===== src/rtl/wb_ram_arbiter.sv =====
// Round-robin Wishbone B3 arbiter sharing one RAM slave port.
// Grant is held for a full bus cycle; a watchdog errors out stuck accesses.
module wb_ram_arbiter #(
  parameter int NUM_MASTERS = 3,
  parameter int AW          = 32,
  parameter int DW          = 32,
  parameter int TIMEOUT     = 255
) (
  input  logic                        wb_clk_i,
  input  logic                        wb_rst_i,
  input  logic [NUM_MASTERS*AW-1:0]   m_adr_i,
  input  logic [NUM_MASTERS*DW-1:0]   m_dat_i,
  input  logic [NUM_MASTERS*DW/8-1:0] m_sel_i,
  input  logic [NUM_MASTERS-1:0]      m_we_i,
  input  logic [NUM_MASTERS-1:0]      m_cyc_i,
  input  logic [NUM_MASTERS-1:0]      m_stb_i,
  input  logic [NUM_MASTERS*3-1:0]    m_cti_i,
  input  logic [NUM_MASTERS*2-1:0]    m_bte_i,
  output logic [DW-1:0]               m_dat_o,
  output logic [NUM_MASTERS-1:0]      m_ack_o,
  output logic [NUM_MASTERS-1:0]      m_err_o,
  output logic [AW-1:0]               s_adr_o,
  output logic [DW-1:0]               s_dat_o,
  output logic [DW/8-1:0]             s_sel_o,
  output logic                        s_we_o,
  output logic                        s_cyc_o,
  output logic                        s_stb_o,
  output logic [2:0]                  s_cti_o,
  output logic [1:0]                  s_bte_o,
  input  logic [DW-1:0]               s_dat_i,
  input  logic                        s_ack_i,
  input  logic                        s_err_i,
  output logic [NUM_MASTERS-1:0]      grant_o
);

  localparam int SW = DW / 8;
  localparam int LW = $clog2(NUM_MASTERS);
  localparam int CW = (TIMEOUT > 0) ? $clog2(TIMEOUT + 1) : 1;
  localparam logic [CW-1:0] TO = CW'(TIMEOUT);

  typedef enum logic {
    IDLE,
    BUSY
  } state_t;

  state_t                 r_state;
  state_t                 w_state_nxt;
  logic [NUM_MASTERS-1:0] r_grant;
  logic [NUM_MASTERS-1:0] w_grant_nxt;
  logic [LW-1:0]          r_gidx;
  logic [LW-1:0]          w_gidx_nxt;
  logic [LW-1:0]          r_last;
  logic [LW-1:0]          w_last_nxt;
  logic [CW-1:0]          r_wd_cnt;
  logic [CW-1:0]          w_wd_cnt_nxt;

  logic                   w_busy;
  logic                   w_gcyc;
  logic                   w_gstb;
  logic                   w_wd_fire;
  logic                   w_wd_err;
  logic                   w_pick_vld;
  logic [LW-1:0]          w_pick;
  int                     w_best;

  assign w_busy = (r_state == BUSY);

  // Smallest rotated distance from (last+1) wins.
  always_comb begin
    w_pick_vld = 1'b0;
    w_pick     = '0;
    w_best     = NUM_MASTERS;
    for (int j = 0; j < NUM_MASTERS; j++) begin
      if (m_cyc_i[j] &&
          ((j - int'(r_last) - 1 + 2 * NUM_MASTERS) % NUM_MASTERS) < w_best) begin
        w_best     = (j - int'(r_last) - 1 + 2 * NUM_MASTERS) % NUM_MASTERS;
        w_pick     = LW'(j);
        w_pick_vld = 1'b1;
      end
    end
  end

  always_comb begin
    s_adr_o = '0;
    s_dat_o = '0;
    s_sel_o = '0;
    s_we_o  = 1'b0;
    s_cti_o = '0;
    s_bte_o = '0;
    w_gcyc  = 1'b0;
    w_gstb  = 1'b0;
    for (int j = 0; j < NUM_MASTERS; j++) begin
      if (r_gidx == LW'(j)) begin
        s_adr_o = m_adr_i[j*AW +: AW];
        s_dat_o = m_dat_i[j*DW +: DW];
        s_sel_o = m_sel_i[j*SW +: SW];
        s_we_o  = m_we_i[j];
        s_cti_o = m_cti_i[j*3 +: 3];
        s_bte_o = m_bte_i[j*2 +: 2];
        w_gcyc  = m_cyc_i[j];
        w_gstb  = m_stb_i[j];
      end
    end
  end

  // Strobe is masked in the firing cycle so the RAM sees no extra access.
  assign w_wd_fire = (TIMEOUT != 0) && w_busy && (r_wd_cnt == TO);
  assign w_wd_err  = w_wd_fire & ~s_ack_i;

  assign s_cyc_o = w_busy & w_gcyc;
  assign s_stb_o = w_busy & w_gstb & ~w_wd_fire;
  assign m_dat_o = s_dat_i;
  assign m_ack_o = r_grant & {NUM_MASTERS{s_ack_i}};
  assign m_err_o = r_grant & {NUM_MASTERS{s_err_i | w_wd_err}};
  assign grant_o = r_grant;

  always_comb begin
    w_state_nxt = r_state;
    w_grant_nxt = r_grant;
    w_gidx_nxt  = r_gidx;
    w_last_nxt  = r_last;
    unique case (r_state)
      IDLE: begin
        if (w_pick_vld) begin
          w_state_nxt         = BUSY;
          w_grant_nxt         = '0;
          w_grant_nxt[w_pick] = 1'b1;
          w_gidx_nxt          = w_pick;
        end
      end
      BUSY: begin
        if (!w_gcyc) begin
          w_state_nxt = IDLE;
          w_grant_nxt = '0;
          w_last_nxt  = r_gidx;
        end
      end
      default: w_state_nxt = IDLE;
    endcase
  end

  always_comb begin
    w_wd_cnt_nxt = '0;
    if ((TIMEOUT != 0) && w_busy && w_gcyc && s_stb_o &&
        !s_ack_i && !s_err_i)
      w_wd_cnt_nxt = r_wd_cnt + 1'b1;
  end

  always_ff @(posedge wb_clk_i) begin
    if (wb_rst_i) begin
      r_state  <= IDLE;
      r_grant  <= '0;
      r_gidx   <= '0;
      r_last   <= LW'(NUM_MASTERS - 1);
      r_wd_cnt <= '0;
    end else begin
      r_state  <= w_state_nxt;
      r_grant  <= w_grant_nxt;
      r_gidx   <= w_gidx_nxt;
      r_last   <= w_last_nxt;
      r_wd_cnt <= w_wd_cnt_nxt;
    end
  end

endmodule


===== config.mk =====
export PLATFORM = sky130hd
export DESIGN_NAME = wb_ram_arbiter
export DESIGN_NICKNAME = d
export VERILOG_FILES = /design/src/rtl/wb_ram_arbiter.sv
export SDC_FILE = /design/constraint.sdc
export NUM_CORES = 1
export LEC_CHECK = 0
export CAP_MARGIN = 30
export CORE_AREA = 4 4 145 147
export CTS_BUF_LIST = sky130_fd_sc_hd__clkbuf_4
export CTS_CLUSTER_SIZE = 10
export DETAILED_ROUTE_END_ITERATION = 16
export DIE_AREA = 0 0 149 151
export DONT_BUFFER_PORTS = 1
export PLACE_DENSITY = 0.42
export SKIP_LAST_GASP = 1
export SLEW_MARGIN = 10
export SYNTH_ARGS = -nofsm -noshare
export SYNTH_HDL_FRONTEND = slang
export SYNTH_SLANG_ARGS = --single-unit
export TNS_END_PERCENT = 10

===== constraint.sdc =====
create_clock -name wb_clk_i -period 7.5 [get_ports wb_clk_i]
set_input_delay 0.375 -clock wb_clk_i [delete_from_list [all_inputs] [get_ports wb_clk_i]]
set_output_delay 0.375 -clock wb_clk_i [all_outputs]
set_load 0.05 [all_outputs]

; Yosys cells after proc, flatten, opt, wreduce, memory -nomap -nowiden
; Index checks and enable logic that the tools add are counted.
; Widths: inputs -> output; s select.
[op_classes]
add_sub_neg = 10
div_mod_pow = 3
order_cmp = 5
n_eq_ne = 5
n_mux = 39
bitwise = 12
n_reduce_logical = 16
[op_table]
columns = cell, count
row1 = $mux 32, 8
row2 = $mod 32x3->32 const B, 3
row3 = $lt 32x32->1, 2
row4 = $lt 32x3->1 const B, 1
row5 = $mux 1, 16
row6 = $add 4x4->5 const B, 3
row7 = $mux 3, 5
row8 = $mux 4, 3
row9 = $sub 3x2->4 const B, 3
row10 = $logic_and 1x1->1, 9
row11 = $add 8x1->8 const B, 1
row12 = $eq 8x8->1 const B, 1
row13 = $mux 2, 4
row14 = $and 3x3->3, 2
row15 = $pmux 3 s2, 1
row16 = $reduce_and 2->1, 3
row17 = $sub 1x2->3 const A, 2
row18 = $not 1->1, 5
row19 = $and 1x1->1, 4
row20 = $ne 2x2->1 const B, 2
row21 = $lt 2x3->1 const B, 1
row22 = $sub 2x2->3 const A, 1
row23 = $demux 1 s2, 1
row24 = $eq 2x1->1 const B, 1
row25 = other kinds (7), 8
[word_totals]
regBits = 16
inputBits = 264
output_inout_bits = 117
wordCells = 95

; Depth between registers and ports, before layout
; Gate-level depths: netlist of the first run.
[depth]
word_depth = 19
mapped_depth = 29
mapped_depth_nobuf = 26

; Worst setup path after synthesis of the first run
; OpenSTA, ideal clock, no wires.
[synth_timing]
path_kind = register -> register
from = register r_last[0]
to = register r_grant[2], in the netlist grant_o[2]
setup_ns = 0.070
arrival_time_ns = 6.948
required_time_ns = 7.430
setup_slack_ns = 0.482
stages_incl_launch_ff = 30
n_path_buf = 3
synth_period_minus_slack_ns = 7.018
cell_sequence = dfxtp_1 -> inv_1 -> ha_1 -> clkbuf_1 -> xnor2_1 -> inv_1 -> ha_1 -> o21ai_1 -> nand3_1 -> inv_1 -> clkbuf_1 -> nand2_1 -> ha_1 -> a21o_1 -> a21o_1 -> a2111oi_0 -> a31oi_2 -> o21ai_0 -> and3_1 -> clkbuf_1 -> a31oi_1 -> ha_1 -> a211o_1 -> a21oi_1 -> and3_1 -> nand4_1 -> o311a_1 -> o21a_4 -> or4_4 -> a21oi_1
[synth_between]
elab_chain_cells = 19
word_cells_on_any_way = 34
classes_between = add/sub (9) / div (3) / order compare (5) / eq/ne (1) / mux (11) / reduce/logical (5)
[synth_rtl]
columns = element, line
row1 = "start, declared", 52  ; logic [LW-1:0] r_last;
row2 = "start signal, assigned", 154  ; r_last <= LW'(NUM_MASTERS - 1);
row3 = "start signal, assigned", 160  ; r_last <= w_last_nxt;
row4 = $sub 1x2->3, "75, 76"
row5 = $sub 3x2->4, "75, 76"
row6 = $add 4x4->5, "75, 76"
row7 = $mod 32x3->32, "75, 76"
row8 = $lt 32x3->1, 75  ; ((j - int'(r_last) - 1 + 2 * NUM_MASTERS) % NUM_MASTERS) < w_best) begin
row9 = $logic_and 1x1->1, 74  ; if (m_cyc_i[j] &&
row10 = $mux 32, 74
row11 = $lt 32x32->1, 75
row12 = (+3 left out), -
row13 = $logic_and 1x1->1, 74
row14 = $mux 2, 74
row15 = $lt 2x3->1 (not written as such) or $ge 2x1->1 (tied branches), 127  ; w_grant_nxt[w_pick] = 1'b1;
row16 = $logic_and 1x1->1 (not written as such), 127
row17 = $mux 1 (not written as such), 127
row18 = $demux 1 s2, 127
row19 = $mux 3, 124  ; if (w_pick_vld) begin
row20 = $pmux 3 s2, 122  ; unique case (r_state)
row21 = "end signal, assigned", 158  ; r_grant <= w_grant_nxt;
row22 = "end, declared", 48  ; logic [NUM_MASTERS-1:0] r_grant;
; Parallel ways exist; a longest one is shown, timed or not. The select of a mux whose other input is x is not followed.
; A chain may end at the register's enable or synchronous reset.

; Worst setup path in the final report of the first run
[layout_timing]
from = register r_last[0]
to = register r_gidx[1]
[layout_between]
elab_chain_cells = 14
word_cells_on_any_way = 25
classes_between = add/sub (9) / div (3) / order compare (3) / mux (6) / reduce/logical (4)
[layout_rtl]
columns = element, line
row1 = $sub 1x2->3, "75, 76"
row2 = $sub 3x2->4, "75, 76"
row3 = $add 4x4->5, "75, 76"
row4 = $mod 32x3->32, "75, 76"
row5 = $lt 32x3->1, 75
row6 = $logic_and 1x1->1, 74
row7 = $mux 32, 74
row8 = $lt 32x32->1, 75
row9 = $logic_and 1x1->1, 74
row10 = $mux 32, 74
row11 = $lt 32x32->1, 75
row12 = $logic_and 1x1->1, 74
row13 = $mux 1, 74
row14 = $reduce_and 2->1 (no line), -
row15 = "end signal, assigned", 159  ; r_gidx <= w_gidx_nxt;
row16 = "end, declared", 50  ; logic [LW-1:0] r_gidx;
; Parallel ways exist; a longest one is shown, timed or not.

==> key figures, run 1 <==
Timing
  • Max Clock Skew: 0.00966 ns
  • Final Hold Viols: 0
  • Setup_tns: 0 ns
  • Max Freq: 143 MHz
  • # setup viols final: 0
  • Period utilisation layout: 93.3%
  • Final Max Slew Viols: 0
  • Slew HR: 31.2%
  • Tmin final: 7.00 ns
  • RSZ-0062 raised after global routing: no
  • Least-Margin Pin Slew: 1.02 ns

Cells and area
  • Multi-input logic area: 0.00403 sq mm
  • Register area: 325 sq um
  • Non-Filler Instances: 942
  • Final net count: 1,004
  • Syn-to-layout area delta: 7.44%
  • # fillers: 2,258
  • Share of layout cells above drive strength 1: 9.87%

Clock network
  • Clock Tree Root: clkbuf_4
  • CTS tree: yes
  • # clock sinks: 16
  • Clk slew on worst S/H paths: 0.10 ns
  • Cts bufs inserted: 3
  • Post-CTS sizing: 0
  • H-tree lvl count: 1
  • Hold-fix buffers, CTS: 0
  • Post CTS Setup Buffer Count: 0
  • CTS Buffer Depth: 2
  • Clock latency on the worst-skew pair: 0.29 ns

Logic synthesis
  • Gate Count Post-Synth: 700
  • Post-synth top area share: 18.2%
  • Cell variety after synth: 57
  • Synth Net Count: 1,034
  • YS warnings: 0
  • Mapped cell area: 0.00481 sq mm
  • Post-synthesis sequential area ratio: 6.66%
  • Syn Area/Cell: 6.87 sq um
  • EDFF count, synth: 0
  • Flops & latches, synth: 16
  • Primary FF master, synth: dfxtp_1
  • Area contributors post-synth: ha_1 18%, mux2i_1 16%, o21ai_0 9.9%
  • Post-synth top area cell: ha_1
  • Asr flop ratio synth: 0%

Critical path
  • CP Data Arrival Time: 7.23 ns
  • Req. time, crit path: 7.73 ns
  • Reg2reg start: r_last[0]$_SDFFE_PP0P_
  • Critical path startpoint: r_last[0]$_SDFFE_PP0P_
  • Max FO, Critical Path: 24
  • Critical path's slowest cell: dfxtp_1
  • Crit-path leading delay family: compound AO/OA/AOI/OAI gates
  • CP bufs+invs: 4
  • CP endpoint kind: flop
  • Critical path type: flop to flop
  • CP startpoint kind: flop
  • Slowest stage delay, CP: 0.54 ns
  • CP dominant cell by count: ha_1

Drt
  • Drt first pass iters: 6
  • Routed wire per std cell: 21.7 um
  • DRT Wirelength: 20,400 um
  • Vias post-DR: 4,877
  • DRC errors left: 0
  • Initial detailed-routing violation count: 214
  • DR vias/cell: 5.18
  • Number of routed nets with antenna violations: 0

Power and ir drop
  • P_leak: 1.89 nW
  • Peak VDD IR: 0.000252 V
  • Cell Pwr Density: 457 mW/mm^2

Global route
  • GRT Total Usage: 16.5%
  • Vias in the first global route: 4,517
  • Initial antenna violation count: 6
  • First-pass GRT wire length: 28,200 um
  • Pin count of the biggest net entering global routing: 79
  • Overflow after GRT: 0

Floorplanning
  • Die Y: 151 um
  • Core area: 0.0199 sq mm
  • I/O pin count: 381
  • Die X: 149 um
  • Die area: 0.0225 sq mm
  • Starting density of the core: 24.1%
  • Number of core rows: 52

Place
  • Placed cells: 934
  • IO buf count: 0
  • Final GP Congestion: 0.819
  • Dpl hpwl: 17,800 um

Worst hold path
  • Hold Crit Class: input pin to flop
  • HP Start: wb_rst_i

Flow run
  • Max_cap viols: 0

Run status
  • Status: completed
[state kept, by name, indices dropped and copies added (netlist names)]
name / count
r_wd_cnt: 8
grant_o: 3
r_gidx: 2
r_last: 2
r_state: 1
[metrics by stage]
stage | hold slack (ns) | worst slack [ns] | cell area, sq um | util (%) | power (mW)
3_5_place_dp | 0.442 | 0.574 | 5100 | 25.6 | 2.30
5_1_grt | 0.101 | 0.0305 | 5160 | 25.9 | 2.55
4_1_cts | 0.116 | 0.532 | 5130 | 25.8 | 2.36
3_3_place_gp | 0.441 | 0.785 | 4920 | 24.7 | 2.25
6_report | 0.129 | 0.502 | 5160 | 25.9 | 2.36
2_1_floorplan | 0.430 | 0.482 | 4810 | - | 1.84
[where the power goes]
| group | total [mW] | switching (mW) | internal [mW] |
|---|---|---|---|
| clock network | 0.0532 | 0.0289 | 0.0243 |
| registers | 0.155 | 0.0541 | 0.101 |
| logic | 2.15 | 1.48 | 0.670 |
[synth_stat cells (all sizes together) (2+ instances only)]
cell type and n:
a2111oi 3, a211o 2, a211oi 3, a21o 9, a21oi 44, a31oi 6
and2 23, and2b 2, and3 5, buf 35, clkbuf 43, dfxtp 16
ha 70, inv 16, mux2i 77, nand2 109, nand2b 5, nand3 30
nand3b 2, nand4 10, nor2 37, nor3 8, nor4 3, o2111ai 4
o211a 2, o211ai 4, o21a 5, o21ai 96, o221ai 2, o31ai 2
xnor2 8, xor2 3
[cell families after synthesis]
group / count (synthesis) / synth area share [%]
compound gates: 190 / 23.7
simple gates: 242 / 23.4
mux: 77 / 16.0
flops: 16 / 6.66
buf+inv: 94 / 9.86
xor+xnor: 11 / 2.16
fa+ha+maj: 70 / 18.2
[final cells by class]
class / count / share of cell area, %
antenna: 3 / 0.145
clock buffer: 4 / 0.581
inverter: 16 / 1.16
multi-input combinational: 590 / 78.1
sequential: 16 / 6.30
tap: 270 / 6.54
timing repair buffer: 43 / 7.22
[layout by cell type, fill, tap and decap left out, drive strengths merged, types with 2 or more instances in the layout]
cell type,instances
nand2,109
o21ai,96
mux2i,77
ha,70
a21oi,44
buf,43
nor2,37
nand3,30
and2,23
inv,16
dfxtp,16
nand4,10
a21o,9
nor3,8
xnor2,8
a31oi,6
nand2b,5
and3,5
o21a,5
o2111ai,4
o211ai,4
clkbuf,4
diode,3
a211oi,3
nor4,3
a2111oi,3
xor2,3
and2b,2
nand3b,2
o31ai,2
a211o,2
o211a,2
o221ai,2
[worst paths after layout]
| check | end | slack, ns | cells after the start |
|---|---|---|---|
| max | r_gidx[1]$_SDFFE_PP0P_ | 0.50 | 26 |
| min | r_gidx[1]$_SDFFE_PP0P_ | 0.13 | 1 |
| max reg2reg | r_gidx[1]$_SDFFE_PP0P_ | 0.50 | 26 |
| min reg2reg | r_wd_cnt[0]$_SDFF_PP0_ | 0.47 | 1 |
[per-layer routing]
metal | up-vias | GRT usage (%) | part of all wire (%)
met5 | - | 2.73 | 0.58
met4 | 8 | 4.03 | 2.0
met3 | 18 | 7.15 | 10
met2 | 194 | 24.6 | 44
met1 | 2232 | 21.7 | 43
li1 | 2425 | - | -
Power figures use the tool's default switching activity.
==> run 2: changes to the inputs <==
--- a/config.mk
+++ b/config.mk
@@ -5,14 +5,14 @@
 export SDC_FILE = /design/constraint.sdc
 export NUM_CORES = 1
 export LEC_CHECK = 0
-export CAP_MARGIN = 30
+export CAP_MARGIN = 20
 export CORE_AREA = 4 4 145 147
 export CTS_BUF_LIST = sky130_fd_sc_hd__clkbuf_4
 export CTS_CLUSTER_SIZE = 10
 export DETAILED_ROUTE_END_ITERATION = 16
 export DIE_AREA = 0 0 149 151
 export DONT_BUFFER_PORTS = 1
-export PLACE_DENSITY = 0.42
+export PLACE_DENSITY = 0.41
 export SKIP_LAST_GASP = 1
 export SLEW_MARGIN = 10
 export SYNTH_ARGS = -nofsm -noshare
==> constraint.sdc (replaced) <==
create_clock -name wb_clk_i -period 8.95 [get_ports wb_clk_i]
set_input_delay 0.4475 -clock wb_clk_i [delete_from_list [all_inputs] [get_ports wb_clk_i]]
set_output_delay 0.4475 -clock wb_clk_i [all_outputs]
set_load 0.05 [all_outputs]
==> key figures, run 2 (synthesis gave the netlist of run 1 again) <==
Clock network
  • Cts bufs inserted: 3
  • Clock latency on the worst-skew pair: 0.29 ns
  • Post-CTS sizing: 0
  • H-tree lvl count: 1
  • Clk slew on worst S/H paths: 0.10 ns
  • Post CTS Setup Buffer Count: 0
  • Hold-fix buffers, CTS: 0
  • Clock Tree Root: clkbuf_4
  • # clock sinks: 16
  • CTS Buffer Depth: 2
  • CTS tree: yes

Timing
  • Setup_tns: 0 ns
  • Max Freq: 128 MHz
  • Slew HR: 18.8%
  • Tmin final: 7.84 ns
  • Period utilisation layout: 87.6%
  • Final Hold Viols: 0
  • RSZ-0062 raised after global routing: no
  • Final Max Slew Viols: 0
  • Min Hold Slack: 0.207 ns
  • # setup viols final: 0
  • Least-Margin Pin Slew: 1.21 ns
  • Max Clock Skew: 0.000906 ns

Critical path
  • CP startpoint kind: flop
  • CP dominant cell by count: ha_1
  • Crit-path leading delay family: compound AO/OA/AOI/OAI gates
  • Worst r2r path cells: 28
  • Req. time, crit path: 9.17 ns
  • Max FO, Critical Path: 25
  • CP bufs+invs: 5
  • CP Data Arrival Time: 8.07 ns
  • Slowest stage delay, CP: 0.69 ns
  • Reg2reg start: r_last[0]$_SDFFE_PP0P_
  • Critical path startpoint: r_last[0]$_SDFFE_PP0P_
  • Critical path's slowest cell: and3_1
  • CP endpoint kind: flop
  • Cell count along the critical path: 28
  • Critical path type: flop to flop

Place
  • Placed cells: 913
  • Final GP Congestion: 0.826
  • Placed inst area: 0.00491 sq mm
  • Dpl hpwl: 19,300 um
  • IO buf count: 0

Global route
  • First-pass GRT wire length: 30,200 um
  • Pin count of the biggest net entering global routing: 79
  • Vias in the first global route: 4,393
  • GRT Total Usage: 18.2%
  • Overflow after GRT: 0
  • Initial antenna violation count: 12

Drt
  • Top Layer Used: met5
  • DRC errors left: 0
  • DRT Wirelength: 22,300 um
  • Number of routed nets with antenna violations: 0
  • Metal2 WL: 9090 um
  • Routed wire per std cell: 24.2 um
  • DR vias/cell: 5.34
  • Vias post-DR: 4,920
  • Drt first pass iters: 4
  • Post-Route M1 WL: 9620 um
  • Met3 WL post-DR: 2800 um
  • Initial detailed-routing violation count: 283

Power and ir drop
  • Cell Pwr Density: 385 mW/mm^2
  • P_leak: 1.77 nW
  • Peak VDD IR: 0.000228 V

Floorplanning
  • Core area: 0.0199 sq mm
  • Die Y: 151 um
  • Die area: 0.0225 sq mm
  • Die X: 149 um
  • Number of core rows: 52
  • Starting density of the core: 24.1%
  • I/O pin count: 381

Cells and area
  • Largest register FFs: 8
  • Most frequent cells in the layout: 109 x nand2_1, 77 x mux2i_1, 74 x o21ai_1, 70 x ha_1, 44 x a21oi_1
  • Final net count: 982
  • Most common cell after layout, fill and taps aside: nand2_1
  • Design Area, Final: 0.00495 sq mm
  • Biggest register: r_wd_cnt
  • Non-Filler Instances: 922
  • Fin util: 24.9%
  • Share of layout cells above drive strength 1: 6.34%
  • Syn-to-layout area delta: 2.99%
  • # fillers: 2,247

Worst hold path
  • HP Start: wb_rst_i
  • Hold depth: 1
  • Hold Crit Class: input pin to flop

Run status
  • Status: completed

Flow run
  • Max_cap viols: 0
## run 2: per-layer routing
layer,up-vias,track usage [%]
li1,2386,-
met1,2274,24.8
met2,214,24.3
met3,32,9.96
met4,14,5.17
met5,-,0
## run 2: layout make-up
class                      count  area (sq um)  area share [%]
antenna                        5          12.5           0.253
clock inverter                 1          3.75          0.0758
tap                          270           338            6.82
multi-input combinational    590          4020            81.3
inverter                      16          60.1            1.21
sequential                    16           325            6.57
clock buffer                   3          22.5           0.455
timing repair buffer          21           165            3.34
## run 2: where the power goes
part / leakage [nW] / total [mW] / internal [mW] / switching, mW
Sequential: 0.131 / 0.155 / 0.0846 / 0.0707
Combinational: 1.62 / 1.71 / 0.495 / 1.22
Clock: 0.0154 / 0.0403 / 0.0162 / 0.0241
Total: 1.77 / 1.91 / 0.596 / 1.31
## run 2: final timing paths
path | slack, ns | endpoint
setup / recovery | 1.11 | grant_o[2]$_SDFFE_PP0P_
hold / removal | 0.21 | r_gidx[1]$_SDFFE_PP0P_
setup reg to reg | 1.11 | grant_o[2]$_SDFFE_PP0P_
hold reg to reg | 0.48 | r_wd_cnt[0]$_SDFF_PP0_
## run 2: per-stage QoR
step / power (mW) / setup slack [ns]
final: 1.91 / 1.11
after global routing: 2.06 / 0.348
after CTS: 1.91 / 1.11
after detailed placement: 1.86 / 1.13
after global placement: 1.87 / 1.32
after floorplan: 1.54 / 1.93
